$ cat src/rtl/vga_frame_tone_seq.sv
// Frame-synchronised 16-note melody generator: advances one note every
// NOTE_FRAMES vsync frames and emits a registered square-wave audio bit.
module vga_frame_tone_seq #(
  parameter int NOTE_FRAMES = 8,
  parameter int GAP_FRAMES  = 1
) (
  input  logic       clk,
  input  logic       rst_n,
  input  logic       enable,
  input  logic       vsync,
  output logic       sound,
  output logic [3:0] note_idx,
  output logic       frame_tick
);

  localparam int FW = (NOTE_FRAMES > 2) ? $clog2(NOTE_FRAMES) : 1;
  localparam logic [FW-1:0] LAST_FRAME = FW'(NOTE_FRAMES - 1);
  // One extra bit so the limit can equal NOTE_FRAMES when GAP_FRAMES is 0.
  localparam logic [FW:0]   GATE_LIMIT = (FW + 1)'(NOTE_FRAMES - GAP_FRAMES);

  logic          vsync_q;
  logic [FW-1:0] frame_cnt;
  logic [15:0]   div_cnt;
  logic          sq;
  logic [15:0]   hp;
  logic          note_adv;
  logic          gate;

  always_comb begin
    hp = '0;
    case (note_idx)
      4'd0:  hp = 16'd24056;
      4'd1:  hp = 16'd19094;
      4'd2:  hp = 16'd16056;
      4'd3:  hp = 16'd12028;
      4'd4:  hp = 16'd16056;
      4'd5:  hp = 16'd19094;
      4'd6:  hp = 16'd24056;
      4'd7:  hp = 16'd0;
      4'd8:  hp = 16'd21432;
      4'd9:  hp = 16'd18022;
      4'd10: hp = 16'd14304;
      4'd11: hp = 16'd12743;
      4'd12: hp = 16'd14304;
      4'd13: hp = 16'd18022;
      4'd14: hp = 16'd21432;
      default: hp = 16'd0;
    endcase
  end

  always_comb begin
    note_adv = frame_tick && (frame_cnt == LAST_FRAME);
    gate     = enable && (hp != 16'd0) && ({1'b0, frame_cnt} < GATE_LIMIT);
  end

  always_ff @(posedge clk or negedge rst_n) begin
    if (!rst_n) begin
      vsync_q    <= 1'b0;
      frame_tick <= 1'b0;
      sound      <= 1'b0;
    end else begin
      vsync_q    <= vsync;
      frame_tick <= vsync & ~vsync_q;
      sound      <= sq & gate;
    end
  end

  always_ff @(posedge clk or negedge rst_n) begin
    if (!rst_n) begin
      frame_cnt <= '0;
      note_idx  <= '0;
    end else if (!enable) begin
      frame_cnt <= '0;
      note_idx  <= '0;
    end else if (frame_tick) begin
      if (note_adv) begin
        frame_cnt <= '0;
        note_idx  <= note_idx + 4'd1;
      end else begin
        frame_cnt <= frame_cnt + 1'b1;
      end
    end
  end

  // Note advance outranks a coincident divider terminal count.
  always_ff @(posedge clk or negedge rst_n) begin
    if (!rst_n) begin
      div_cnt <= '0;
      sq      <= 1'b0;
    end else if (!enable || note_adv || hp == 16'd0) begin
      div_cnt <= '0;
      sq      <= 1'b0;
    end else if (div_cnt == hp - 16'd1) begin
      div_cnt <= '0;
      sq      <= ~sq;
    end else begin
      div_cnt <= div_cnt + 16'd1;
    end
  end

endmodule

$ cat config.mk
export PLATFORM = sky130hd
export DESIGN_NAME = vga_frame_tone_seq
export DESIGN_NICKNAME = d
export VERILOG_FILES = /design/src/rtl/vga_frame_tone_seq.sv
export SDC_FILE = /design/constraint.sdc
export NUM_CORES = 1
export LEC_CHECK = 0
export BUFFER_PORTS_ARGS = -buffer_cell sky130_fd_sc_hd__clkbuf_2
export CORE_AREA = 3 3 76 78
export DETAILED_ROUTE_END_ITERATION = 10
export DIE_AREA = 0 0 79 81
export SYNTH_ARGS = -nofsm -noshare
export SYNTH_HDL_FRONTEND = slang
export SYNTH_SLANG_ARGS = --single-unit
$ cat constraint.sdc
create_clock -name clk -period 3.8 [get_ports clk]
set_input_delay 0 -clock clk [delete_from_list [all_inputs] [get_ports clk]]
set_output_delay 0 -clock clk [all_outputs]
set_load 0.05 [all_outputs]
==> results of run 1 <==
==> cell type report <==
cell class / instances / area (sq um)
Fill cell: 539 / 2760
Sequential cell: 27 / 676
Multi-Input combinational cell: 199 / 1450
Tap cell: 70 / 87.6
Inverter: 7 / 26.3
Clock buffer: 4 / 45.0
Timing Repair Buffer: 16 / 103
==> cell usage in the layout, fill, tap and decap left out, types with 5 or more instances in the layout <==
cell	synthesis	layout
and2_1	6	6
and3_1	5	5
nor2_1	12	12
xor2_1	16	16
dfrtp_1	27	27
mux2i_1	8	8
clkbuf_2	0	9
nand2_1	15	15
buf_4	2	5
ha_1	11	11
xnor2_1	15	15
o21ai_0	9	9
nand3_1	16	16
nor3_1	20	20
inv_1	7	7
==> per-stage QoR <==
| step | utilization (%) | worst slack, ns | total power, mW |
|---|---|---|---|
| 3_3_place_gp | 45.1 | 0.384 | 0.328 |
| 2_1_floorplan | - | 0.194 | 0.316 |
| 4_1_cts | 46.3 | 0.259 | 0.503 |
| 6_report | 46.3 | 0.264 | 0.489 |
| 3_5_place_dp | 45.1 | 0.285 | 0.329 |
| 5_1_grt | 46.3 | 0.0442 | 0.519 |
==> repair_timing <==
action                    4_1_cts  5_1_grt
hold endpoints to repair       29        0
hold buffers                    2        0
resized for setup               0        0
==> flip-flops by register name, indices dropped and copies added (netlist names) <==
name and count:
div_cnt 16, note_idx 4, frame_cnt 3, frame_tick 1, sound 1, sq 1, vsync_q 1
==> worst min-delay path by stage <==
stage	cells after the start	end	startpoint
after global routing	2	note_idx[1]$_DFFE_PN0P_	enable
after global placement	1	frame_tick$_DFF_PN0_	rst_n
after detailed placement	1	vsync_q$_DFF_PN0_	rst_n
final	2	note_idx[1]$_DFFE_PN0P_	enable
after CTS	2	note_idx[1]$_DFFE_PN0P_	enable
after floorplan	0	div_cnt[0]$_DFF_PN0_	rst_n
==> cells in the mapped netlist (all sizes together) (3+ instances only) <==
| library cell | instances | area share (%) |
|---|---|---|
| dfrtp | 27 | 31 |
| nor3 | 21 | 5.0 |
| nand3 | 16 | 3.6 |
| xor2 | 16 | 6.4 |
| nand2 | 15 | 2.6 |
| xnor2 | 15 | 6.0 |
| nor2 | 12 | 2.0 |
| ha | 11 | 6.3 |
| o21ai | 9 | 2.0 |
| mux2i | 8 | 3.6 |
| inv | 7 | 1.2 |
| and2 | 6 | 1.7 |
| and3 | 6 | 1.9 |
| buf | 5 | 1.6 |
| clkbuf | 5 | 0.85 |
| a21oi | 4 | 0.91 |
| nand2b | 4 | 1.1 |
| o31ai | 4 | 1.4 |
| a21boi | 3 | 1.0 |
| a31oi | 3 | 0.85 |
| mux2 | 3 | 1.9 |
| nand4 | 3 | 0.85 |
| nor2b | 3 | 0.85 |
| nor3b | 3 | 1.0 |
| o211ai | 3 | 1.0 |
| or4 | 3 | 1.0 |
==> kinds of logic after synthesis <==
logic type      synth area share (%)
mux                             6.54
fa+ha+maj                       6.25
simple gates                    25.4
xor+xnor                        12.3
buf+inv                         3.64
compound gates                  15.2
flops                           30.7
==> routing by layer <==
metal	vias to the layer above	track usage [%]	wire, um
met5	-	0	0
met4	0	2.58	27
met3	2	2.33	92
met2	8	27.6	2340
met1	832	21.4	2330
li1	900	-	-
==> power by group <==
group          switching, mW  internal [mW]  total [mW]
Sequential           0.00612          0.292       0.298
Clock                 0.0902         0.0752       0.165
Combinational         0.0160        0.00945      0.0255
Total                  0.112          0.376       0.489
==> impl_metrics.toml, run 1 <==
[final_layout]
finalNonFillerCells = 323
drive_above_1_share_pct = 9.88
nets = 269
final_area_sq_mm = 0.00238
num_antenna_cells = 0
area_growth_pct = 8.24

[synthesis]
syn_area_per_cell_sq_um = 9.06
synth_top_flop_cell = "dfrtp_1"
synth.cell_area_sq_mm = 0.00220
synth_warnings = 0
post_synth_num_cell_types = 56
synth_seq_area_share_pct = 30.7
synth_fp_nets = 258
syn_inst = 243
ys_async_sr_fraction_pct = 100
ys_seq_elements = 27
synth-edff-count = 0

[route]
dr_total_vias = 1742
drt-initial-drc-count = 120
wl_mm = 4.79
wire_per_inst_um = 14.8
dr.pass1.iters = 4
drc = 0
avgViaCountPerCell = 5.39
ant_nets = 0

[clock_network]
postCtsSetupRepairBufs = 0
cts_tree = "built"
htree_levels = 1
clock_sinks = 27
cts_buffer_depth = 2
clkTransAtPathRegs_ns = 0.09
cts_buffers = 3
root_buffer = "clkbuf_8"
clk_latency_ns = 0.27

[global_route]
grt_pass1_wl_mm = 8.03
grt_max_degree = 28
overflow = 0
antenna_found_initial = 0
grt_pass1_vias = 1655
grt_use_total_pct = 15.9

[worst_setup_path]
worstSetupEndpointType = "flip-flop"
r2r-start = "note_idx[1]$_DFFE_PN0P_"
startpoint = "note_idx[1]$_DFFE_PN0P_"
cp_cell_sequence = "inv_1, ha_1, and2_1, o32ai_4, and3_4, a211oi_1, or3_1, a2111o_1, or4_1, a21oi_1"
arrival_ns = 3.72
critical_path_class = "reg2reg"
start_kind = "flip-flop"
cp_top_family = "simple AND/OR/NAND/NOR gates"
rrSetupSlack_ns = 0.26
path_depth = 10
reg2reg_depth = 10
max_stage_delay_ns = 0.52
regToRegEndpoint = "sq$_DFFE_PN0P_"
endpoint = "sq$_DFFE_PN0P_"
crit_path_max_fanout = 10
critPathRequiredTime_ns = 3.98
crit_slowest_cell = "dfrtp_1"
crit_buf_inv = 1

[flow_run]
max-cap-violations = 0

[placed_design]
port_buffers = 9
place_inst = 317
dpl.hpwl_mm = 3.59
place_area_sq_mm = 0.00232
place_congestion = 0.839

[worst_hold_path]
hold_class = "in2reg"

[sta]
fin_skew_ns = 0.00547
period_minus_slack_ns = 3.54
maxSlewHeadroom_pct = 52.0
setup-tns-final_ns = 0
drv_slew = 0
period_share_pct = 93.0
holdWs_ns = 0.0644
hold_viol_final = 0
setup_violations = 0
max_freq_ghz = 0.283
tightest_slew_ns = 0.718
rsz0062_at_grt = "no"

[floorplan]
die_y_um = 81
rows = 26
start_util_pct = 42.8
die_area_sq_mm = 0.00640
core_sq_mm = 0.00514
die_w_um = 79
ioPinCount = 10

[outcome]
outcome = "finished, final reports clean"

[power_and_ir_drop]
ir_worst_vdd_v = 0.000134
power_density_mw_per_mm2 = 205
p_leak_nw = 0.908
Note: power is estimated with default switching activity, not from simulation.
==> run 2: changes to the inputs <==
- clock period: 3.8 -> 3.9 ns (I/O delays scaled with it)
==> impl_metrics.toml, run 2 (synthesis gave the netlist of run 1 again) <==
[clock_network]
root_buffer = "clkbuf_8"
clock_sinks = 27
cts_buffer_depth = 2
cts_tree = "built"
htree_levels = 1
cts_buffers = 3
ctsResizeCount = 0
clkTransAtPathRegs_ns = 0.10
clk_latency_ns = 0.28

[power_and_ir_drop]
p_leak_nw = 0.902
clkPwrFrac_pct = 35.6
p_sw_share_pct = 25.3
power.net_switching_mw = 0.124
p_seq_share_pct = 59.3
pwr-share-comb_pct = 5.1
power.internal_mw = 0.367
power_density_mw_per_mm2 = 206
ir_worst_vdd_v = 0.000110

[sta]
fin_ws_ns = 0.399
maxSlewHeadroom_pct = 51.2
tightest_slew_ns = 0.731
period_minus_slack_ns = 3.50
fin_skew_ns = 0.00376
setup_violations = 0
rsz0062_at_grt = "no"
period_share_pct = 89.8
max_freq_ghz = 0.286
drv_slew = 0
setup-tns-final_ns = 0
hold_viol_final = 0

[final_layout]
final_common_cell = "dfrtp_1"
area_growth_pct = 8.07
nets = 268
final_util_pct = 46.3
finalNonFillerCells = 322
layout_common_cells = "27 x dfrtp_1, 20 x nor3_1, 16 x nand3_1, 16 x xor2_1"
top_register = "div_cnt"
drive_above_1_share_pct = 9.92
top_regs = "div_cnt: 16 flops, note_idx: 4 flops, frame_cnt: 3 flops"
num_antenna_cells = 0
largest_reg_flops = 16

[floorplan]
die_area_sq_mm = 0.00640
start_util_pct = 42.8
die_w_um = 79
ioPinCount = 10
core_sq_mm = 0.00514
rows = 26
die_y_um = 81

[global_route]
grt_busiest_layer = "met2"
antenna_found_initial = 0
grt_max_degree = 28
grt_pass1_wl_mm = 8.41
grt_util_met2_pct = 28.8
overflow = 0
grt_use_met1_pct = 22.0
grt_pass1_vias = 1760
met3_usage_pct = 2.00
grt_use_total_pct = 16.5

[route]
wl_mm = 4.88
wire_per_inst_um = 15.2
avgViaCountPerCell = 5.61
ant_nets = 0
dr.pass1.iters = 4
drc = 0
drt-initial-drc-count = 94
dr_total_vias = 1807

[placed_design]
place_ws_ns = 0.456
place_inst = 316
dpl.hpwl_mm = 3.60
port_buffers = 9
place_congestion = 0.810

[outcome]
outcome = "finished, final reports clean"

[worst_setup_path]
critical_path_class = "reg2reg"
crit_slowest_cell = "dfrtp_1"
arrival_ns = 3.70
start_kind = "flip-flop"
worstSetupEndpointType = "flip-flop"
crit_path_max_fanout = 10
cp_cell_sequence = "inv_1, ha_1, and2_1, o32ai_4, and3_4, a211oi_1, or3_1, a2111o_1, or4_1, a21oi_1"
critPathRequiredTime_ns = 4.10
crit_buf_inv = 1
cp_top_family = "simple AND/OR/NAND/NOR gates"
max_stage_delay_ns = 0.51

[worst_hold_path]
hold_class = "in2reg"

[flow_run]
max-cap-violations = 0
==> run 2: per-stage QoR <==
stage	power, mW	hold slack, ns	instance area, sq um
floorplan	0.308	-0.296	2200
global placement	0.320	0.0868	2310
detailed placement	0.321	0.0947	2310
finish	0.491	0.0395	2380
CTS	0.500	0.0483	2380
global route	0.514	0.0792	2380
==> run 2: layer usage <==
metal / wire, um / vias up
met5: 0 / -
met1: 2340 / 881
met3: 99 / 5
met4: 51 / 0
met2: 2390 / 24
li1: - / 897
==> run 2: worst paths after layout <==
check                                             start                      end  slack [ns]  depth (start not counted)
worst max-delay path            note_idx[1]$_DFFE_PN0P_           sq$_DFFE_PN0P_        0.40                         10
worst min-delay path                             enable  note_idx[1]$_DFFE_PN0P_        0.04                          2
worst max register to register  note_idx[1]$_DFFE_PN0P_           sq$_DFFE_PN0P_        0.40                         10
worst min register to register        vsync_q$_DFF_PN0_     frame_tick$_DFF_PN0_        0.40                          1
max in group asynchronous                         rst_n    div_cnt[11]$_DFF_PN0_        3.14                          2
min in group asynchronous                         rst_n        vsync_q$_DFF_PN0_        0.29                          2
==> run 2: area by class of cell <==
cell class | count | area, sq um
Fill cell | 529 | 2760
Tap cell | 70 | 87.6
Clock buffer | 3 | 41.3
Timing Repair Buffer | 15 | 95.1
Clock inverter | 1 | 7.51
Inverter | 7 | 26.3
Sequential cell | 27 | 676
Multi-Input combinational cell | 199 | 1450
==> run 2: timing repair <==
action / 4_1_cts / 5_1_grt
buffers inserted: 0 / 0
endpoints found under the setup margin: 0 / 0
hold endpoints to repair: 29 / 0
hold buffers: 2 / 0
==> run 2: power groups by stage <==
stage | clock network, mW | logic (mW) | registers [mW]
global route | 0.193 | 0.0296 | 0.292
finish | 0.175 | 0.0251 | 0.291
global placement | 0 | 0.0240 | 0.296
CTS | 0.183 | 0.0261 | 0.291
detailed placement | 0 | 0.0245 | 0.296
floorplan | 0 | 0.0124 | 0.296
